[src/rtl/nibble_stream_master.sv]
// nibble_stream_master
//
// Feeds two OW-bit operands, one 4-bit digit per cycle and LSB first, to an
// external digit-serial adder. It collects the returned sum digits and the
// final carry, then presents the assembled OW+1-bit sum on a valid/ready
// response port.
//
// Ports
//   clk, rst_n            clock; asynchronous active-low reset
//   req_valid/req_ready   operand-pair handshake; req_a, req_b are the operands
//   dig_valid             frame valid towards the adder (its in_valid)
//   dig_x, dig_y          current operand digits, forced to 0 when dig_valid=0
//   dig_s, dig_c          sum digit and carry from the adder, one cycle after
//                         the digits that produced them
//   rsp_valid/rsp_ready   response handshake; rsp_sum = {carry, sum digits}
//
// Frame timing for N_DIG=4, with the request accepted at edge E0:
//   cycles 1..4 SEND (digits 0..3), cycle 5 DRAIN, cycle 6 RESP.
// DRAIN and RESP together keep dig_valid low for at least two cycles between
// frames, so the adder restarts its digit count and its carry at zero.

module nibble_stream_master #(
    parameter int unsigned N_DIG = 4
) (
    input  logic                 clk,
    input  logic                 rst_n,

    input  logic                 req_valid,
    output logic                 req_ready,
    input  logic [4*N_DIG-1:0]   req_a,
    input  logic [4*N_DIG-1:0]   req_b,

    output logic                 dig_valid,
    output logic [3:0]           dig_x,
    output logic [3:0]           dig_y,
    input  logic [3:0]           dig_s,
    input  logic                 dig_c,

    output logic                 rsp_valid,
    input  logic                 rsp_ready,
    output logic [4*N_DIG:0]     rsp_sum
);

    localparam int unsigned OW   = 4 * N_DIG;
    localparam int unsigned SW   = OW + 1;
    localparam int unsigned IdxW = (N_DIG > 1) ? $clog2(N_DIG) : 1;

    localparam logic [IdxW-1:0] IdxLast = IdxW'(N_DIG - 1);

    typedef enum logic [1:0] {
        StIdle,
        StSend,
        StDrain,
        StResp
    } state_e;

    state_e            state_q, state_d;
    logic [OW-1:0]     a_q, a_d;
    logic [OW-1:0]     b_q, b_d;
    logic [IdxW-1:0]   idx_q, idx_d;
    logic [SW-1:0]     sum_q, sum_d;

    // Digit slot of sum_q that takes dig_s at the coming edge.
    logic              cap_en;
    logic [IdxW-1:0]   cap_idx;

    // ------------------------------------------------------------------
    // State registers
    // ------------------------------------------------------------------
    always_ff @(posedge clk or negedge rst_n) begin
        if (!rst_n) begin
            state_q <= StIdle;
            a_q     <= '0;
            b_q     <= '0;
            idx_q   <= '0;
            sum_q   <= '0;
        end else begin
            state_q <= state_d;
            a_q     <= a_d;
            b_q     <= b_d;
            idx_q   <= idx_d;
            sum_q   <= sum_d;
        end
    end

    // ------------------------------------------------------------------
    // Next state and handshake outputs
    // ------------------------------------------------------------------
    always_comb begin
        state_d   = state_q;
        a_d       = a_q;
        b_d       = b_q;
        idx_d     = idx_q;
        sum_d     = sum_q;
        cap_en    = 1'b0;
        cap_idx   = '0;
        req_ready = 1'b0;
        dig_valid = 1'b0;
        rsp_valid = 1'b0;

        unique case (state_q)
            StIdle: begin
                req_ready = 1'b1;
                if (req_valid) begin
                    a_d     = req_a;
                    b_d     = req_b;
                    idx_d   = '0;
                    sum_d   = '0;
                    state_d = StSend;
                end
            end

            StSend: begin
                dig_valid = 1'b1;
                // The adder answers one cycle late: while digit i is being
                // driven, dig_s carries the result of digit i-1.
                if (idx_q != '0) begin
                    cap_en  = 1'b1;
                    cap_idx = idx_q - IdxW'(1);
                end
                // The index stops at the last digit instead of wrapping; the
                // next accepted word reloads it with zero.
                if (idx_q == IdxLast) begin
                    state_d = StDrain;
                end else begin
                    idx_d = idx_q + IdxW'(1);
                end
            end

            StDrain: begin
                // Last digit's result and the word's final carry arrive now.
                cap_en    = 1'b1;
                cap_idx   = IdxLast;
                sum_d[OW] = dig_c;
                state_d   = StResp;
            end

            StResp: begin
                rsp_valid = 1'b1;
                if (rsp_ready) begin
                    state_d = StIdle;
                end
            end

            default: begin
                state_d = StIdle;
            end
        endcase

        // Digit capture, with constant slice positions.
        for (int unsigned d = 0; d < N_DIG; d++) begin
            if (cap_en && (cap_idx == IdxW'(d))) begin
                sum_d[4*d +: 4] = dig_s;
            end
        end
    end

    // ------------------------------------------------------------------
    // Digit mux towards the adder; idle digits are forced to zero.
    // ------------------------------------------------------------------
    always_comb begin
        dig_x = '0;
        dig_y = '0;
        if (dig_valid) begin
            for (int unsigned d = 0; d < N_DIG; d++) begin
                if (idx_q == IdxW'(d)) begin
                    dig_x = a_q[4*d +: 4];
                    dig_y = b_q[4*d +: 4];
                end
            end
        end
    end

    assign rsp_sum = sum_q;

endmodule

[config.mk]
export PLATFORM = sky130hd
export DESIGN_NAME = nibble_stream_master
export DESIGN_NICKNAME = d
export VERILOG_FILES = /design/src/rtl/nibble_stream_master.sv
export SDC_FILE = /design/constraint.sdc
export NUM_CORES = 1
export LEC_CHECK = 0
export ABC_AREA = 0
export BUFFER_PORTS_ARGS = -buffer_cell sky130_fd_sc_hd__buf_2
export CAP_MARGIN = 30
export CORE_ASPECT_RATIO = 0.5
export CORE_MARGIN = 1
export CORE_UTILIZATION = 45
export DETAILED_ROUTE_END_ITERATION = 10
export PLACE_DENSITY = 0.79
export SKIP_LAST_GASP = 1
export SLEW_MARGIN = 10
export SYNTH_ARGS = -nofsm -noshare
export SYNTH_HDL_FRONTEND = slang
export SYNTH_SLANG_ARGS = --single-unit
[constraint.sdc]
create_clock -name clk -period 1.6 [get_ports clk]
set_input_delay 0.32 -clock clk [delete_from_list [all_inputs] [get_ports clk]]
set_output_delay 0.32 -clock clk [all_outputs]
set_load 0.1 [all_outputs]
# ---- Word-level counts from Yosys, hierarchy flattened
# Index checks and enable logic that the tools add are counted.
dict set report totals {
  ff_bits 53
  output_inout_bits 28
  wordCells 81
}
dict set report op_classes {
  add_sub_neg 2
  eq_ne 13
  n_mux 31
  n_reduce_logical 26
}
# op n
set ops {}
lappend ops {{two-way mux 4 bit} 14}
lappend ops {{nonzero test 2 bit} 11}
lappend ops {{two-way mux 17 bit} 1}
lappend ops {{two-way mux 16 bit} 1}
lappend ops {{equality test 2 bit, second input constant} 6}
lappend ops {{two-way mux 2 bit} 6}
lappend ops {{AND reduction 2 bit} 6}
lappend ops {{!= test 2 bit, second input constant} 4}
lappend ops {{case mux 2 bit (2 select lines)} 2}
lappend ops {{case mux 2 bit (4 select lines)} 1}
lappend ops {{equality test 2 x 1 -> 1 bit, second input constant} 3}
lappend ops {{zero test 2 bit} 3}
lappend ops {{AND reduction 3 bit} 2}
lappend ops {{logical AND 1 bit} 4}
lappend ops {{two-way mux 1 bit} 4}
lappend ops {{case mux 1 bit (2 select lines)} 2}
lappend ops {{adder 2 x 1 -> 2 bit, second input constant} 1}
lappend ops {{subtractor 2 x 1 -> 2 bit, second input constant} 1}

# ---- Logic depth before layout (Yosys ltp)
# Gate-level depths: netlist (run 1).
dict set report depth {
  word_depth 7
  mapped_depth 7
  ltp_nobuf 5
}

# ---- Least setup slack after synthesis (run 1)
# No wires, ideal clock.
dict set report synth_path {
  path_kind {reg-to-output}
  startpoint {register state_q[1]}
  endpoint {output dig_x[0]}
  arrival_time_ns 4.142
  required_ns 1.280
  setup_slack_ns -2.862
  stages_incl_launch_ff 7
  path_buffers 1
  cell_sequence {dfrtp_1 inv_1 ha_1 buf_2 nor2b_1 o21ai_0 o21ai_0}
}
dict set report synth_between {
  elab_chain_cells 3
}
# item line
set synth_lines {}
lappend synth_lines {{start, declared} 57} ;# state_e state_q, state_d;
lappend synth_lines {{start signal, assigned} 72} ;# state_q <= StIdle;
lappend synth_lines {{start signal, assigned} 78} ;# state_q <= state_d;
lappend synth_lines {{equality test 2 x 1 -> 1 bit} 101} ;# unique case (state_q)
lappend synth_lines {{two-way mux 1 bit} 101}
lappend synth_lines {{named net dig_valid} 33} ;# output logic dig_valid,
lappend synth_lines {{two-way mux 4 bit} 164} ;# if (dig_valid) begin
lappend synth_lines {{end, declared} 34} ;# output logic [3:0] dig_x,
# The timed path passes the listed nets, and every way through them passes these cells.

# ---- Final worst setup path (run 1)
dict set report layout_path {
  startpoint {register idx_q[0]}
  endpoint {output dig_y[0]}
}
dict set report layout_between {
  elab_chain_cells 6
}
# item line
set layout_lines {}
lappend layout_lines {{start, declared} 60} ;# logic [IdxW-1:0] idx_q, idx_d;
lappend layout_lines {{start signal, assigned} 81} ;# idx_q <= idx_d;
lappend layout_lines {{zero test 2 bit} 166} ;# if (idx_q == IdxW'(d)) begin
lappend layout_lines {{two-way mux 4 bit (3 in a row)} 166}
lappend layout_lines {{two-way mux 4 bit (*)} 166}
lappend layout_lines {{two-way mux 4 bit (*)} 164}
lappend layout_lines {{end, declared} 35} ;# output logic [3:0] dig_y,
# Mark *: on every way between the ends. The rest lies on a longest branch, timed or not.

==> impl_metrics.json, run 1 <==
{
  "p_sw_frac": 0.453,
  "vias": 2289,
  "initial_utilization": 0.493,
  "crit_required_ns": 1.28,
  "holdWs_ns": 0.0203,
  "clockRootBuffer": "clkbuf_16",
  "drtIter0Drc": 133,
  "die_x_um": 109,
  "area_growth_pct": 73.7,
  "clk_latency_ns": 0.29,
  "post-route-period-util": 1.38,
  "layout_common_cells": "57 x buf_2, 52 x dfrtp_1, 23 x buf_4, 22 x nand2_1, 22 x mux2_4",
  "p_int_uw": 5990,
  "skew_ns": 0.00751,
  "wl_um": 9320,
  "syn_area_per_cell_um2": 12.2,
  "drc": 0,
  "drv_cap": 0,
  "synth_top_cell_area_share": 0.517,
  "antenna_found_initial": 0,
  "fin_nets": 381,
  "ios": 69,
  "rsz0062_at_grt": "true",
  "final_common_cell": "buf_2",
  "worst_pin_slew_ns": 0.513,
  "cts_buffers": 5,
  "final.setup.tns_ns": -16.68,
  "rows": 18,
  "synth_cells": 210,
  "p_leak_uw": 0.00211,
  "crit_path_start_kind": "flip-flop",
  "grt_pass1_wl_um": 11800,
  "cts_tree": "done",
  "synth_warnings": 0,
  "crit_path_max_fanout": 7,
  "grt_max_degree": 54,
  "endpoint_kind": "output pin",
  "p_switching_uw": 4960,
  "relSlewSlack": 0.660,
  "route.antenna.remaining_nets": 0,
  "setup-violations-final": 64,
  "fmax_mhz": 454,
  "place_hpwl_um": 4560,
  "synth_nets": 263,
  "status": "finished with violations",
  "n_fill_cell": 217,
  "postCtsHoldBufs": 0,
  "drive_above_1_share": 0.659,
  "cts.sinks": 53,
  "clk_path_buf_depth": 2,
  "synthTopCellsByArea": "dfrtp_1 52%, mux2_2 14%, ha_1 5.9%",
  "ys_types": 24,
  "p_clk_frac": 0.112,
  "core_um2": 5200,
  "synth_area_um2": 2560,
  "failed_checks": "negative setup slack",
  "grt-ovfl-total": 0,
  "viasPerCell": 5.75,
  "gp_congestion": 0.789,
  "die_area_um2": 6020,
  "h-tree-depth": 2,
  "drv_slew": 0,
  "p_seq_frac": 0.224,
  "ys_seq_area_frac": 0.517,
  "worst_slack_ns": -0.604,
  "finalCriticalPeriod_ns": 2.20,
  "die_h_um": 55.4,
  "first_global_vias": 2241,
  "wl_per_cell_um": 23.4,
  "ys_ff_latch": 53,
  "final-hold-violation-count": 0,
  "ir_drop_mv": 1.67,
  "firstDrtPassIters": 4,
  "track_usage": 0.264,
  "hp-class": "input port to async pin",
  "io_buffer_count": 68,
  "clkTransAtPathRegs_ns": 0.07,
  "cellPowerDensity_nw_per_um2": 2460,
  "place_ws_ns": -0.524,
  "combPwrFrac": 0.664,
  "diodes": 0,
  "synth_top_cell_by_area": "dfrtp_1",
  "crit_type": "flip-flop to output pin",
  "fin_util": 0.856,
  "cp.arrival_ns": 1.88
}
[per-layer routing]
layer / vias to the layer above / track usage / share of wire
met4: 0 / 0.0598 / 0.025
met1: 1200 / 0.359 / 0.41
met5: - / 0 / 0
li1: 978 / - / -
met3: 24 / 0.0602 / 0.047
met2: 87 / 0.429 / 0.51
[power by group through the flow]
| stage | clock [uW] | sequential [uW] | combinational, uW |
|---|---|---|---|
| after floorplan | 0 | 2940 | 2780 |
| after global placement | 0 | 2220 | 5140 |
| after detailed placement | 0 | 2260 | 5280 |
| after CTS | 1210 | 2310 | 6060 |
| after global routing | 1290 | 2510 | 7520 |
| final | 1230 | 2460 | 7270 |
[worst max-delay path, stage by stage (launching register included)]
cell      delay, ns
dfrtp_2        0.45
inv_4          0.06
ha_4           0.17
nor2b_4        0.13
buf_12         0.14
a221oi_2       0.24
buf_4          0.17
o21ai_4        0.06
buf_12         0.17
[what timing repair did]
item                       CTS  global route
setup buffers                5            14
setup endpoints to repair   46            63
cloned                       2             3
resized for setup           50            58
pin swaps                   10            17
[worst paths after layout]
| kind | depth (start not counted) | to | slack (ns) | start |
|---|---|---|---|---|
| max | 8 | dig_y[0] | -0.60 | idx_q[0] |
| max reg2reg | 8 | rsp_sum[8] | -0.32 | state_q[1] |
| min in group clk | 2 | a_q[8] | 0.25 | req_a[8] |
| min | 2 | a_q[4] | 0.02 | rst_n |
| min reg2reg | 1 | rsp_sum[16] | 0.49 | rsp_sum[16] |
| max in group asynchronous | 2 | idx_q[0] | 1.33 | rst_n |
[stage by stage]
stage / instance area [um2] / instances / total power, uW
after floorplan: 2680 / 210 / 5720
after global placement: 3560 / 377 / 7370
after detailed placement: 3560 / 377 / 7530
after CTS: 4070 / 390 / 9580
after global routing: 4460 / 398 / 11300
final: 4460 / 398 / 11000
[kinds of logic (layout without fill, tap and decap cells)]
logic type      Yosys count  after routing  synth area share
buf+inv                  21            139            0.0361
flops                    53             53             0.517
mux                      46             46             0.196
fa+ha+maj                12             12            0.0585
compound gates           38             38             0.103
simple gates             40             40            0.0893
[sequential cells by signal, indices dropped and copies added (netlist names)]
register	flops
a_q	16
rsp_sum	17
state_q	2
b_q	16
idx_q	2
[layout make-up]
| cell class | instances | area (um2) | share of cell area |
|---|---|---|---|
| multi-input cells | 136 | 1670 | 0.375 |
| flip-flops and latches | 53 | 1330 | 0.298 |
| repair buffers | 121 | 1160 | 0.261 |
| clock buffers | 5 | 125 | 0.0281 |
| well taps | 70 | 87.6 | 0.0197 |
| inverters | 11 | 46.3 | 0.0104 |
| clock inverters | 2 | 35.0 | 0.00786 |
[cells in the mapped netlist]
cell type,number
dfrtp_1,53
mux2_2,33
nand2_1,24
o21ai_0,20
mux2i_1,13
ha_1,12
inv_1,11
a221oi_1,8
a32o_1,5
buf_2,5
clkbuf_1,4
nor2b_1,4
a22o_1,3
and2_1,2
nand3_1,2
nor2_1,2
nor4_4,2
a21bo_2,1
buf_6,1
nand2b_1,1
nand3b_4,1
o221ai_1,1
or2_2,1
or3b_1,1
No activity file was read; power rests on OpenSTA's default activity.
==> run 2: changes to the inputs <==
- SETUP_SLACK_MARGIN: not set -> 0.05
==> impl_metrics.json, run 2 (synthesis gave the netlist of run 1 again) <==
{
  "fin_nets": 385,
  "final_common_cell": "buf_2",
  "worst_slack_ns": -0.596,
  "r2r-start": "state_q[1]",
  "largest_reg_flops": 17,
  "drive_above_1_share": 0.679,
  "relSlewSlack": 0.657,
  "instances_no_fill": 403,
  "vias": 2363,
  "reg2reg_slack_ns": -0.33,
  "diodes": 0,
  "holdWs_ns": 0.00461,
  "viasPerCell": 5.86,
  "antenna_found_initial": 0,
  "fmax_mhz": 455,
  "cts_tree": "done",
  "cp.arrival_ns": 1.88,
  "final-hold-violation-count": 0,
  "die_area_um2": 6020,
  "skew_ns": 0.00405,
  "initial_utilization": 0.493,
  "grt-ovfl-total": 0,
  "drv_cap": 0,
  "die_h_um": 55.4,
  "place_ws_ns": -0.514,
  "dp.cells": 377,
  "rows": 18,
  "hp-class": "input port to async pin",
  "track_usage": 0.324,
  "drtIter0Drc": 111,
  "cts.sinks": 53,
  "cellPowerDensity_nw_per_um2": 2450,
  "status": "finished with violations",
  "place_hpwl_um": 4890,
  "clockRootBuffer": "clkbuf_16",
  "final.setup.tns_ns": -15.80,
  "clkTransAtPathRegs_ns": 0.07,
  "route.antenna.remaining_nets": 0,
  "failed_checks": "negative setup slack",
  "drv_slew": 0,
  "layout_common_cells": "57 x buf_2, 51 x dfrtp_1, 28 x mux2_2",
  "finalCriticalPeriod_ns": 2.20,
  "io_buffer_count": 68,
  "crit_path_max_fanout": 4,
  "ios": 69,
  "die_x_um": 109,
  "r2r_end": "rsp_sum[10]",
  "clk_path_buf_depth": 2,
  "postCtsHoldBufs": 0,
  "gp_congestion": 0.848,
  "crit_required_ns": 1.28,
  "worst_pin_slew_ns": 0.517,
  "grt_max_degree": 54,
  "crit_path_start_kind": "flip-flop",
  "grt_pass1_wl_um": 14100,
  "ff2ff_path_depth": 9,
  "rsz0062_at_grt": "true",
  "firstDrtPassIters": 5,
  "post-route-period-util": 1.37,
  "drc": 0,
  "p_leak_uw": 0.00202,
  "wl_um": 9980,
  "core_um2": 5200,
  "h-tree-depth": 2,
  "endpoint_kind": "output pin",
  "n_fill_cell": 197,
  "setup-violations-final": 63,
  "cts_buffers": 5,
  "crit_type": "flip-flop to output pin",
  "first_global_vias": 2517,
  "clk_latency_ns": 0.30,
  "wl_per_cell_um": 24.8,
  "area_growth_pct": 74.6,
  "ir_drop_mv": 1.65
}
## run 2: cell count changes in the layout (fill, tap and decap cells not counted), moves of 3 or more
cell,before,now
o21ai_4,11,8
buf_4,23,20
mux2_4,22,5
o21ai_2,6,10
mux2_2,11,28
ha_4,8,11
buf_8,0,3
buf_6,17,21
## run 2: stage by stage
stage	utilization	power, uW	cell area (um2)
2_1_floorplan	-	5720	2680
3_3_place_gp	0.685	7340	3560
3_5_place_dp	0.685	7560	3560
4_1_cts	0.820	9980	4270
5_1_grt	0.861	11300	4480
6_report	0.861	11000	4480
## run 2: metal layers
layer | vias to the layer above | wire length [um] | GRT usage
met4 | 0 | 381 | 0.170
met3 | 31 | 398 | 0.0661
met5 | - | 0 | 0
li1 | 993 | - | -
met1 | 1240 | 4170 | 0.395
met2 | 99 | 5030 | 0.542
## run 2: critical path: stages, from the launching register on
cell     delay [ns]
dfrtp_2        0.45
inv_2          0.11
buf_6          0.13
ha_4           0.17
inv_1          0.07
buf_4          0.16
o21ai_2        0.22
o21ai_4        0.09
buf_12         0.17
## run 2: area by class of cell
class                   instances  area [um2]  share of cell area
well taps                      70        87.6              0.0196
multi-input cells             136        1650               0.369
clock buffers                   6         129              0.0288
flip-flops and latches         53        1330               0.297
clock inverters                 2        15.0             0.00335
repair buffers                125        1220               0.272
inverters                      11        46.3              0.0103
## run 2: repair_timing
action / CTS / global route
resized for setup: 70 / 43
setup buffers: 12 / 14
gates cloned: 4 / 1
setup endpoints to repair: 64 / 64
pin swaps: 9 / 21
## run 2: how the worst max path moves through the flow
stage | end | cells past startpoint | slack, ns | startpoint
3_3_place_gp | dig_x[3] | 7 | -0.45 | idx_q[0]
5_1_grt | dig_x[3] | 7 | -0.63 | idx_q[0]
6_report | dig_x[0] | 8 | -0.60 | idx_q[0]
2_1_floorplan | dig_x[0] | 6 | -0.60 | state_q[1]
3_5_place_dp | dig_y[3] | 7 | -0.51 | idx_q[0]
4_1_cts | dig_x[2] | 8 | -0.56 | idx_q[1]
## run 2: where the power goes
group	switching (uW)	internal, uW
sequential	558	1920
combinational	4070	3330
clock	525	583
